<file path="src/rtl/mram_1r1w_be_clr.sv">
// One-read/one-write RAM with per-byte write enables, write-first forwarding and read-data hold.
// A clear engine zeroes the array after reset or on CLR; OREG adds a second output stage.
module mram_1r1w_be_clr #(
   parameter int P_DW = 6,
   parameter int AW   = 6,
   parameter int OREG = 0
) (
   input  logic                     CLK,
   input  logic                     RST,
   input  logic                     CLR,
   output logic                     BUSY,
   input  logic                     RE,
   input  logic [AW-1:0]            RADDR,
   output logic [(1<<P_DW)-1:0]     DOUT,
   output logic                     DOUT_VALID,
   input  logic [(1<<P_DW)/8-1:0]   WE,
   input  logic [AW-1:0]            WADDR,
   input  logic [(1<<P_DW)-1:0]     DIN
);

   localparam int DW    = 1 << P_DW;
   localparam int NB    = DW / 8;
   localparam int DEPTH = 1 << AW;
   localparam logic [AW-1:0] LAST = '1;

   typedef enum logic {INIT, RUN} state_t;

   state_t          state;
   logic [AW-1:0]   cnt;
   logic [DW-1:0]   mem [DEPTH];
   logic [DW-1:0]   stage1;
   logic [DW-1:0]   rd_next;
   logic            vld1;
   logic            rd_acc;

   assign BUSY   = (state == INIT);
   assign rd_acc = RE & ~BUSY;

   always_ff @(posedge CLK or posedge RST) begin
      if (RST) begin
         state <= INIT;
         cnt   <= '0;
      end else begin
         case (state)
            INIT: begin
               cnt <= cnt + 1'b1;
               if (cnt == LAST) state <= RUN;
            end
            RUN: begin
               if (CLR) begin
                  state <= INIT;
                  cnt   <= '0;
               end
            end
            default: state <= INIT;
         endcase
      end
   end

   // The array itself carries no reset; INIT sweeps zeros through it instead.
   always_ff @(posedge CLK) begin
      if (BUSY) begin
         mem[cnt] <= '0;
      end else begin
         for (int b = 0; b < NB; b++) begin
            if (WE[b]) mem[WADDR][b*8 +: 8] <= DIN[b*8 +: 8];
         end
      end
   end

   // Write-first forwarding, resolved byte by byte.
   always_comb begin
      rd_next = mem[RADDR];
      for (int b = 0; b < NB; b++) begin
         if (WE[b] && (WADDR == RADDR)) rd_next[b*8 +: 8] = DIN[b*8 +: 8];
      end
   end

   always_ff @(posedge CLK or posedge RST) begin
      if (RST) begin
         stage1 <= '0;
         vld1   <= 1'b0;
      end else begin
         vld1 <= rd_acc;
         if (rd_acc) stage1 <= rd_next;
      end
   end

   generate
      if (OREG != 0) begin : g_oreg
         logic [DW-1:0] stage2;
         logic          vld2;
         always_ff @(posedge CLK or posedge RST) begin
            if (RST) begin
               stage2 <= '0;
               vld2   <= 1'b0;
            end else begin
               stage2 <= stage1;
               vld2   <= vld1;
            end
         end
         assign DOUT       = stage2;
         assign DOUT_VALID = vld2;
      end else begin : g_noreg
         assign DOUT       = stage1;
         assign DOUT_VALID = vld1;
      end
   endgenerate

endmodule

</file>
<file path="config.mk">
export PLATFORM = sky130hd
export DESIGN_NAME = mram_1r1w_be_clr
export DESIGN_NICKNAME = d
export VERILOG_FILES = /design/src/rtl/mram_1r1w_be_clr.sv
export SDC_FILE = /design/constraint.sdc
export NUM_CORES = 2
export LEC_CHECK = 0
export CORE_AREA = 8 8 644 646
export CTS_CLUSTER_SIZE = 14
export DETAILED_ROUTE_END_ITERATION = 10
export DIE_AREA = 0 0 652 654
export MAX_ROUTING_LAYER = met4
export PLACE_DENSITY = 0.62
export RECOVER_POWER = 100
export REMOVE_ABC_BUFFERS = 1
export SYNTH_ARGS = -nofsm -noshare
export SYNTH_HDL_FRONTEND = slang
export SYNTH_SLANG_ARGS = --single-unit
</file>
<file path="constraint.sdc">
create_clock -name CLK -period 2.9 [get_ports CLK]
set_input_delay 0.58 -clock CLK [delete_from_list [all_inputs] [get_ports CLK]]
set_output_delay 0.58 -clock CLK [all_outputs]
set_load 0.02 [all_outputs]
</file>
==> impl_metrics.env <==
export IMPL_design_core_area_um2=405000
export IMPL_ios=154
export IMPL_crit_buf_inv=3
export IMPL_dieArea_um2=426000
export IMPL_routabilityCongestion=0.907
export IMPL_cpMostUsedCell="buf_6"
export IMPL_die_y_um=654
export IMPL_cp_top_family="buffers and inverters"
export IMPL_drc=0
export IMPL_yosysWarnings=0
export IMPL_critPathLaunchType="flop"
export IMPL_cts_tree="yes"
export IMPL_ys_types=52
export IMPL_worst_path_max_delay_cell="buf_4"
export IMPL_postRouteAntennaNets=0
export IMPL_peakVddDrop_mv=0.549
export IMPL_arrival_ps=3650
export IMPL_nNetsFinal=9228
export IMPL_io_buffer_count=153
export IMPL_synthArstFlopShare_pct=1.73
export IMPL_critPathRequiredTime_ps=3620
export IMPL_final_common_cell="edfxtp_1"
export IMPL_routed_wl_mm=472
export IMPL_p_leak_nw=66.0
export IMPL_setup_violations=93
export IMPL_cts_max_level=5
export IMPL_crit_chain="o21a_4 -> buf_4 -> buf_6 -> and2_0 -> buf_6"
export IMPL_routedWlPerCell_um=31.5
export IMPL_hpwl_mm=322
export IMPL_drt_initial_drc_count=11480
export IMPL_synth_edf_count=4096
export IMPL_yosysTopAreaCell="edfxtp_1"
export IMPL_vias=86730
export IMPL_grtUsageTotal_pct=22.2
export IMPL_area_delta_synth_final_pct=19.9
export IMPL_die_w_um=652
export IMPL_max_stage_delay_ps=550
export IMPL_grt_pass1_wl_mm=661
export IMPL_utilization_pct=47.7
export IMPL_timing_final_crit_share_pct=101
export IMPL_cts_sinks=4168
export IMPL_rows=234
export IMPL_endpoint_kind="flop"
export IMPL_clockBufferDepth=4
export IMPL_period_minus_slack_ps=2930
export IMPL_nFillCells=33337
export IMPL_outcome="finished, violations left"
export IMPL_hold_viol=0
export IMPL_firstDrtPassIters=7
export IMPL_yosys_top_cells_area="edfxtp_1 (76%), mux4_2 (14%), nor2_1 (1.4%), a22oi_1 (1.1%), dfrtp_1 (1.1%)"
export IMPL_fin_skew_ps=43.7
export IMPL_cts_buffers=414
export IMPL_viasPerCell=5.79
export IMPL_synth_top_area_share_pct=76.5
export IMPL_tightestPinTransition_ps=2260
export IMPL_pre_cts_ws_ps=-1850
export IMPL_layout_drive_gt1_share_pct=32.4
export IMPL_tns_ps=-1110
export IMPL_path_max_fanout=48
export IMPL_seq_area_frac_synth_pct=77.6
export IMPL_violations="max-capacitance violations, max-slew violations, negative setup slack"
export IMPL_p_per_area_nw_per_um2=741
export IMPL_slew_headroom_pct=-51.3
export IMPL_ys_flop_type="edfxtp_1"
export IMPL_timing_fmax_ghz=0.341
export IMPL_path_clk_slew_ps=60
export IMPL_cts_hold_buf=0
export IMPL_grt_pass1_vias=86741
export IMPL_final_cell_mix="edfxtp_1 (4,096), mux4_2 (1,020), nor2_1 (546)"
export IMPL_crit_type="reg2reg"
export IMPL_hold_path_class="in2reg"
export IMPL_synth_seq_cells=4168
export IMPL_worst_slack_ps=-30.2
export IMPL_maxSlewViolCount=21
export IMPL_whs_ps=335
export IMPL_start_util_pct=39.7
export IMPL_netlist_area_um2=161000
export IMPL_cap_violations=1
export IMPL_syn_area_per_cell_um2=21.1
export IMPL_antenna_found_initial=52
export IMPL_synth_cells=7624
export IMPL_clock_latency_ps=990
export IMPL_overflow=0
export IMPL_grt_max_degree=61
export IMPL_cts_root_buffer="clkbuf_16"
-- per-layer routing --
metal | vias up | GRT usage (%) | share of wire, %
li1 | 35034 | - | -
met1 | 46126 | 29.2 | 38
met2 | 4734 | 34.2 | 48
met3 | 836 | 3.96 | 9.6
met4 | 0 | 9.59 | 4.7
met5 | - | - | 0
-- cells by family (layout without fill, tap and decap cells) --
group	after synthesis	in the layout	synth area share, %
flops	4168	4168	77.6
simple gates	1036	1036	2.70
compound gates	770	770	3.31
mux	1163	1163	15.2
xor+xnor	2	2	0.0109
other cells	0	66	0
buf+inv	484	2342	1.19
fa+ha+maj	1	1	0.00778
-- registers in the layout, summed over array words and instances, names as in the netlist --
signal and flops:
DOUT_VALID 1, DOUT 64, cnt 6, mem 4096, state 1
-- worst paths after layout --
kind                                from           to  slack, ps  cells after the start
worst max-delay path               state  mem[53][49]        -30                      5
worst min-delay path                 CLR        state        330                      2
worst max register to register     state  mem[53][49]        -30                      5
worst min register to register  DOUT[15]     DOUT[15]        520                      1
max in group asynchronous            RST     DOUT[16]        330                      3
min in group asynchronous            RST     DOUT[30]        720                      2
-- timing repair --
item	in CTS	in global routing
setup buffers	5	2
gates cloned	4	2
setup endpoints to repair	6469	696
pin swaps	13	13
gates resized for setup	125	54
-- report_power, final --
part / leakage, nW / total [W] / internal, W / switching (W)
sequential: 39.5 / 0.0726 / 0.0711 / 0.00153
clock: 6.54 / 0.0528 / 0.0300 / 0.0227
combinational: 20.0 / 0.0175 / 0.00626 / 0.0112
-- Yosys cell counts, drive strengths merged (2+ instances only) --
cell type and n:
a22o 29, a2111oi 2, mux2i 130, nor2 596, edfxtp 4096, mux2 13, o22ai 76, nor2b 7
buf 176, dfrtp 72, nor3 8, o31a 27, a21oi 143, a211oi 30, or2 3, a22oi 242
o21ai 41, o31ai 2, o211ai 33, o2bb2ai 2, nand2 260, clkbuf 297, xnor2 2, o22a 4
and3 7, o221ai 9, o211a 2, a221oi 4, nand3 38, inv 11, nand2b 12, mux4 1020
a32oi 52, or4 31, a221o 2, and2 66, nor3b 2, a31oi 62, a211o 6
-- stage by stage --
stage / std cells / total power (W) / cell area (um^2)
floorplan: 7151 / 0.0807 / 159000
global placement: 14140 / 0.0915 / 182000
detailed placement: 14140 / 0.0920 / 182000
CTS: 14907 / 0.145 / 195000
global route: 14952 / 0.147 / 193000
finish: 14976 / 0.143 / 193000
-- final cells by class --
cell class              instances  area, um^2  area share (%)
diodes                         66         165          0.0857
clock buffers                 502       10900            5.64
clock inverters               257        2450            1.27
inverters                      11        55.1          0.0286
multi-input cells            2972       34500            17.9
flip-flops and latches       4168      125000            64.7
well taps                    5428        6790            3.52
repair buffers               1572       13100            6.81
No activity file was read; power rests on OpenSTA's default activity.
